File: src/rtl/if_fetch_buf_pkg.sv
// Shared definitions for the instruction-fetch buffer: bus widths, stall
// encodings and the fetch FSM state type.
package if_fetch_buf_pkg;

  localparam int InstAddrBus = 32;
  localparam int InstBus     = 32;
  localparam int StallBus    = 6;

  // Bit of the stall vector that freezes the IF/ID register
  localparam int StallIfId   = 1;

  localparam logic Stop   = 1'b1;
  localparam logic NoStop = 1'b0;

  localparam logic [31:0] ZeroWord = 32'h0000_0000;

  typedef enum logic [2:0] {
    S_IDLE = 3'd0,
    S_REQ  = 3'd1,
    S_WAIT = 3'd2,
    S_HOLD = 3'd3,
    S_DROP = 3'd4
  } fetch_state_e;

endpackage

File: src/rtl/if_fetch_buf_if_id_reg.sv
// IF/ID pipeline register: flush clears, stall holds, a completed fetch
// loads, otherwise a bubble is inserted with the pc left unchanged.
module if_id_reg
  import if_fetch_buf_pkg::*;
#(
  parameter int ADDR_W = InstAddrBus,
  parameter int DATA_W = InstBus
) (
  input  logic              clk,
  input  logic              reset,
  input  logic              flush,
  input  logic              stall_id,
  input  logic              load,
  input  logic [ADDR_W-1:0] load_pc,
  input  logic [DATA_W-1:0] load_inst,
  input  logic              load_adel,
  output logic [ADDR_W-1:0] id_pc,
  output logic [DATA_W-1:0] id_inst,
  output logic              id_valid,
  output logic              id_adel
);

  logic [ADDR_W-1:0] pc_q,    pc_d;
  logic [DATA_W-1:0] inst_q,  inst_d;
  logic              valid_q, valid_d;
  logic              adel_q,  adel_d;

  always_comb begin
    pc_d    = pc_q;
    inst_d  = inst_q;
    valid_d = valid_q;
    adel_d  = adel_q;
    if (flush) begin
      pc_d    = '0;
      inst_d  = DATA_W'(ZeroWord);
      valid_d = 1'b0;
      adel_d  = 1'b0;
    end else if (stall_id == Stop) begin
      // hold
    end else if (load) begin
      pc_d    = load_pc;
      inst_d  = load_inst;
      valid_d = 1'b1;
      adel_d  = load_adel;
    end else begin
      inst_d  = DATA_W'(ZeroWord);
      valid_d = 1'b0;
      adel_d  = 1'b0;
    end
  end

  always_ff @(posedge clk or posedge reset) begin
    if (reset) begin
      pc_q    <= '0;
      inst_q  <= '0;
      valid_q <= 1'b0;
      adel_q  <= 1'b0;
    end else begin
      pc_q    <= pc_d;
      inst_q  <= inst_d;
      valid_q <= valid_d;
      adel_q  <= adel_d;
    end
  end

  assign id_pc    = pc_q;
  assign id_inst  = inst_q;
  assign id_valid = valid_q;
  assign id_adel  = adel_q;

endmodule

File: src/rtl/if_fetch_buf.sv
// Instruction-fetch buffer: one-outstanding-request fetch FSM on the SRAM-like
// instruction bus feeding the IF/ID register. Optional macro IF_ADEL_CHECK_EN.
module if_fetch_buf
  import if_fetch_buf_pkg::*;
#(
  parameter int ADDR_W  = InstAddrBus,
  parameter int DATA_W  = InstBus,
  parameter int STALL_W = StallBus
) (
  input  logic               clk,
  input  logic               reset,
  input  logic [ADDR_W-1:0]  pc,
  input  logic               rom_enable,
  input  logic [STALL_W-1:0] stall,
  input  logic               flush,
  output logic               inst_req,
  output logic [ADDR_W-1:0]  inst_addr,
  input  logic               inst_addr_ok,
  input  logic               inst_data_ok,
  input  logic [DATA_W-1:0]  inst_rdata,
  output logic               stallreq_if,
  output logic [ADDR_W-1:0]  id_pc,
  output logic [DATA_W-1:0]  id_inst,
  output logic               id_valid,
  output logic               id_adel
);

  fetch_state_e      state_q, state_d;
  logic [ADDR_W-1:0] req_pc_q, req_pc_d;
  logic [DATA_W-1:0] inst_buf_q, inst_buf_d;

  logic              done;
  logic [ADDR_W-1:0] done_pc;
  logic [DATA_W-1:0] done_inst;
  logic              done_adel;
  logic              misaligned;
  logic              stall_id;
  logic              unused_stall;

  assign stall_id     = stall[StallIfId];
  assign unused_stall = ^{stall[STALL_W-1:StallIfId+1], stall[0]};

`ifdef IF_ADEL_CHECK_EN
  assign misaligned = (pc[1:0] != 2'b00);
`else
  assign misaligned = 1'b0;
`endif

  always_comb begin
    state_d     = state_q;
    req_pc_d    = req_pc_q;
    inst_buf_d  = inst_buf_q;
    inst_req    = 1'b0;
    inst_addr   = req_pc_q;
    stallreq_if = NoStop;
    done        = 1'b0;
    done_pc     = req_pc_q;
    done_inst   = DATA_W'(ZeroWord);
    done_adel   = 1'b0;
    case (state_q)
      S_IDLE: begin
        inst_addr = pc;
        if (rom_enable && !flush) begin
          if (misaligned) begin
            // Address error completes without touching the bus
            done      = 1'b1;
            done_pc   = pc;
            done_adel = 1'b1;
          end else begin
            inst_req    = 1'b1;
            stallreq_if = Stop;
            req_pc_d    = pc;
            state_d     = inst_addr_ok ? S_WAIT : S_REQ;
          end
        end
      end
      S_REQ: begin
        inst_req    = 1'b1;
        stallreq_if = Stop;
        if (flush)             state_d = inst_addr_ok ? S_DROP : S_IDLE;
        else if (inst_addr_ok) state_d = S_WAIT;
      end
      S_WAIT: begin
        if (inst_data_ok) begin
          if (flush) begin
            state_d = S_IDLE;
          end else if (stall_id == NoStop) begin
            done      = 1'b1;
            done_inst = inst_rdata;
            state_d   = S_IDLE;
          end else begin
            inst_buf_d = inst_rdata;
            state_d    = S_HOLD;
          end
        end else begin
          stallreq_if = Stop;
          if (flush) state_d = S_DROP;
        end
      end
      S_HOLD: begin
        if (flush) begin
          state_d = S_IDLE;
        end else if (stall_id == NoStop) begin
          done      = 1'b1;
          done_inst = inst_buf_q;
          state_d   = S_IDLE;
        end
      end
      S_DROP: begin
        stallreq_if = Stop;
        if (inst_data_ok) state_d = S_IDLE;
      end
      default: state_d = S_IDLE;
    endcase
  end

  always_ff @(posedge clk or posedge reset) begin
    if (reset) begin
      state_q    <= S_IDLE;
      req_pc_q   <= '0;
      inst_buf_q <= '0;
    end else begin
      state_q    <= state_d;
      req_pc_q   <= req_pc_d;
      inst_buf_q <= inst_buf_d;
    end
  end

  if_id_reg #(
    .ADDR_W (ADDR_W),
    .DATA_W (DATA_W)
  ) u_if_id_reg (
    .clk       (clk),
    .reset     (reset),
    .flush     (flush),
    .stall_id  (stall_id),
    .load      (done),
    .load_pc   (done_pc),
    .load_inst (done_inst),
    .load_adel (done_adel),
    .id_pc     (id_pc),
    .id_inst   (id_inst),
    .id_valid  (id_valid),
    .id_adel   (id_adel)
  );

endmodule

File: config.mk
export PLATFORM = sky130hd
export DESIGN_NAME = if_fetch_buf
export DESIGN_NICKNAME = d
export VERILOG_FILES = /design/src/rtl/if_fetch_buf_pkg.sv /design/src/rtl/if_fetch_buf_if_id_reg.sv /design/src/rtl/if_fetch_buf.sv
export SDC_FILE = /design/constraint.sdc
export NUM_CORES = 1
export LEC_CHECK = 0
export BUFFER_PORTS_ARGS = -buffer_cell sky130_fd_sc_hd__buf_2
export CORE_AREA = 4 4 125 127
export DETAILED_ROUTE_END_ITERATION = 7
export DIE_AREA = 0 0 129 131
export MAX_ROUTING_LAYER = met4
export PLACE_DENSITY_LB_ADDON = 0.15
export SYNTH_ARGS = -nofsm -noshare
export SYNTH_HDL_FRONTEND = slang
export SYNTH_SLANG_ARGS = --single-unit
File: constraint.sdc
create_clock -name clk -period 11.17 [get_ports clk]
set_input_delay 0.5585 -clock clk [delete_from_list [all_inputs] [get_ports clk]]
set_output_delay 0.5585 -clock clk [all_outputs]
set_load 0.02 [all_outputs]
### Word-level counts from Yosys, hierarchy flattened

Index checks and enable logic that the tools add are counted.

* input port bits: 76
* memories kept: 0
* word-level logic and storage cells: 62
* memory bits (read-only): 0
* bits in latches: 0
* register bits after elaboration: 133
* bits in writable memories: 0

* multipliers: 0
* equal/unequal tests: 10
* reductions and logical operators: 9
* div/mod/pow operators: 0
* shifts and indexed selects: 0
* bitwise logic cells: 1
* mux-type cells: 35
* magnitude comparators: 0
* add/subtract/negate cells: 0

Operators with widths (number)
* 2-to-1 mux 32 bit: 8
* case mux 32 bit (2 select lines): 1
* 2-to-1 mux 3 bit: 9
* case mux 3 bit (5 select lines): 1
* 2-to-1 mux 1 bit: 10
* inequality test 3 bit (second input constant): 3
* equality test 3 x 2 -> 1 bit (second input constant): 2
* 2-to-1 mux 2 bit: 3
* AND reduction 5 bit: 1
* inequality test 2 bit (second input constant): 2
* case mux 1 bit (2 select lines): 2
* AND reduction 2 bit: 2
* AND reduction 4 bit: 1
* equality test 3 x 1 -> 1 bit (second input constant): 1
* equality test 3 bit (second input constant): 1
* logical NOT 3 bit: 1
* case mux 1 bit (3 select lines): 1
* inequality test 2 x 1 -> 1 bit (second input constant): 1
* nonzero test 2 bit: 1
* OR reduction 2 bit: 1
* logical AND 1 bit: 1
* logical NOT 1 bit: 1
* NOT 1 bit: 1

### Depth between registers and ports, before layout

* depth in word-level cells: 7
* depth in mapped cells: 6

### Cells and area by module

A second synthesis with hierarchy kept.

* cell total of the unflattened synthesis: 512
* area, all modules: 6628.9 sq um

By module, submodules not included
* if_fetch_buf: seq. area each 1676.6 sq um, instances 1, area each 3577.2 sq um, cells each 253
* if_id_reg: seq. area each 1651.6 sq um, instances 1, area each 3051.7 sq um, cells each 259

### Worst setup path after synthesis

Ideal clock, no wire load.

* path kind: reg-to-output
* start: reg state_q[2]
* end: out inst_addr[5]
* cell stages (with the launch flop): 5
* arrival time: 1.506 ns
* path slack: 9.105 ns
* buffers on the path: 2
* cell sequence: dfrtp_1 buf_2 nor3_2 buf_4 mux2_1

* cells in the longest elaborated chain, start to end: 2

RTL lines
* from (decl): line if_fetch_buf.sv:28 `fetch_state_e state_q, state_d;`
* from (signal assigned): line if_fetch_buf.sv:123 `state_q <= state_d;`
* logical NOT 3 bit: line if_fetch_buf.sv:60 `case (state_q)`
* 2-to-1 mux 32 bit: line if_fetch_buf.sv:60
* to (decl): line if_fetch_buf.sv:17 `output logic [ADDR_W-1:0] inst_addr,`

Every way passes these cells.

### Worst setup path after layout

* start: reg state_q[2]
* end: out inst_req

* cells in the longest elaborated chain, start to end: 2
* elaborated cells between the ends (all ways): 3
* those cells by class: 1 x eq/ne; 1 x mux; 1 x reduce/logical

RTL lines
* equality test 3 x 1 -> 1 bit / logical NOT 3 bit (equally long branches): line if_fetch_buf.sv:60
* case mux 1 bit (2 select lines) (*): line if_fetch_buf.sv:60
* to (decl): line if_fetch_buf.sv:16 `output logic inst_req,`

Every way passes the cells marked *; elsewhere a longest branch is shown, timed or not.

==> impl_metrics.json <==
{
  "cts_tree": "yes",
  "timing.rr.start": "state_q[2]",
  "clk_latency_ns": 0.41,
  "path_max_fanout": 18,
  "grt_first_pass_wirelength_um": 22500,
  "synth.area.mux_share_pct": 19.1,
  "wirelength_um": 14100,
  "placed_cell_area_mm2": 0.00664,
  "crit_arrival_ns": 2.24,
  "synth_compound_area_share_pct": 13.6,
  "yosysWarnings": 0,
  "async_flop_share_pct": 100,
  "max-slew-margin-rel_pct": 27.5,
  "die_width_um": 129,
  "final_cells": 799,
  "clock_path_buffers": 2,
  "cts_num_sinks": 132,
  "netlist_area_mm2": 0.00571,
  "post-cts-setup-buffer-count": 0,
  "synthXorXnorAreaFrac_pct": 0,
  "yosysUniqueCellTypes": 37,
  "seqCellArea_mm2": 0.00330,
  "whs_ns": 0.345,
  "mostFrequentLayoutCell": "buf_2",
  "worst_pin_slew_ns": 1.08,
  "status": "complete, no violations",
  "seq_area_frac_synth_pct": 57.8,
  "yosys.area_share.simple_pct": 5.39,
  "cts.repair.resized": 0,
  "cp-start-kind": "flop",
  "ir_drop_mv": 0.134,
  "crit_path_end_kind": "output port",
  "path_cells": "nor4_1 > nand2_1 > o21ai_0 > buf_2",
  "hold_viol_final": 0,
  "grt-ovfl-total": 0,
  "dp_hpwl_um": 9300,
  "clk_pin_slew_worst_paths_ns": 0.05,
  "drt-initial-drc-count": 189,
  "viasPerCell": 5.22,
  "fillers": 1309,
  "grt_pass1_vias": 4324,
  "critPathMaxStageDelay_ns": 0.55,
  "hold_path_class": "in -> async",
  "synth_edf_count": 0,
  "final_area_mm2": 0.00723,
  "syn_nets": 518,
  "reg2regPathDepth": 4,
  "rr_endpoint": "req_pc_q[27]",
  "dieArea_mm2": 0.0169,
  "period_needed_ns": 2.79,
  "core_area_mm2": 0.0144,
  "critPathSlowestCell": "dfrtp_1",
  "final_cell_mix": "buf_2 (169), dfrtp_1 (132), mux2_2 (64), nand2_1 (40), o21ai_0 (35)",
  "utilization_pct": 50.1,
  "avgSynthCellArea_um2": 12.9,
  "dpl_worst_slack_ns": 8.73,
  "max_freq_mhz": 358,
  "synth_fa_ha_area_share_pct": 0,
  "grt_max_degree": 76,
  "setup_tns_ns": 0,
  "htreeDepth": 4,
  "std_cell_rows": 44,
  "antenna_found_initial": 2,
  "cp_top_family": "simple AND/OR/NAND/NOR gates",
  "place_inst": 767,
  "pin_count": 176,
  "rsz0062_at_grt": "false",
  "gp_congestion": 0.742,
  "syn_to_final_growth_pct": 26.6,
  "grt_use_total_pct": 17.6,
  "multiInputGateArea_mm2": 0.00219,
  "numCtsBuffers": 17,
  "critical_path_required_ns": 10.61,
  "syn_inst": 442,
  "vias": 4174,
  "period_share_pct": 25.0,
  "power_density_mw_per_mm2": 274,
  "synth_top_family_by_area": "multiplexers",
  "holdBufCountCts": 0,
  "drtPass1Iterations": 4,
  "path_class": "reg -> out",
  "drcViolationCount": 0,
  "finalSetupViolations": 0,
  "ys.flop_type": "dfrtp_1",
  "crit_start": "state_q[2]",
  "finalPower_mw": 1.98,
  "start_util_pct": 39.6,
  "ys_seq_elements": 132,
  "die_h_um": 131,
  "wl_per_cell_um": 17.7,
  "p_leak_nw": 3.55,
  "drv_cap": 0,
  "crit_buf_inv": 1,
  "worst_slack_ns": 8.38,
  "cts-root-buf": "clkbuf_16",
  "finClkSkew_ns": 0.00911,
  "drive_gt1_share_pct": 44.7,
  "portBuffers": 169,
  "ant_nets": 0,
  "layout.nets": 678,
  "maxSlewViolCount": 0,
  "regToRegSetupSlack_ns": 8.92
}
layer usage:
metal	vias to the layer above	part of all wire, %	GRT usage (%)	wire, um
met1	2092	44	22.2	6270
met5	-	0	-	0
met2	135	48	27.4	6780
met3	16	6.1	4.35	858
li1	1931	-	-	-
met4	0	1.6	7.23	224
sequential cells by signal, indices dropped and copies added, names as in the netlist:
signal,flops
inst_buf_q,32
req_pc_q,32
state_q,3
u_if_id_reg.id_inst,32
u_if_id_reg.id_pc,32
u_if_id_reg.id_valid,1
worst reg2reg max path, stage by stage, from the launching register on:
cell,delay (ns)
dfrtp_1,0.55
nor4_1,0.34
nand2_1,0.51
buf_4,0.43
mux2_2,0.30
worst max-delay path by stage:
stage	slack [ns]	endpoint	depth (start not counted)
final	8.38	inst_req	4
after global routing	8.08	inst_req	4
after CTS	8.31	inst_req	4
after detailed placement	8.73	inst_req	5
after global placement	8.73	inst_req	5
after floorplan	7.09	inst_buf_q[0]	1
area by class of cell:
| class | instances | area share (%) |
|---|---|---|
| antenna | 2 | 0.0693 |
| inverter | 3 | 0.190 |
| tap | 184 | 3.19 |
| clock inverter | 4 | 0.970 |
| sequential | 132 | 45.7 |
| clock buffer | 26 | 7.05 |
| timing repair buffer | 177 | 12.5 |
| multi-input combinational | 271 | 30.3 |
cells by family after synthesis:
| logic type | count (synthesis) |
|---|---|
| mux | 97 |
| compound gates | 110 |
| flops | 132 |
| other cells | 1 |
| buf+inv | 39 |
| simple gates | 63 |
power breakdown:
group | internal, mW | switching, mW
clock network | 0.355 | 0.189
logic | 0.321 | 0.386
registers | 0.626 | 0.105
synthesized netlist by cell type, drive strengths merged (3+ instances only):
library cell	instances	area share (%)
a21oi	3	0.26
a22o	32	4.9
a22oi	33	4.3
buf	29	3.4
clkbuf	7	0.46
dfrtp	132	58
inv	3	0.20
mux2	96	19
nand2	41	2.7
nor2	4	0.26
nor3b	3	0.57
o21ai	36	3.2
No activity file was read; power rests on OpenSTA's default activity.
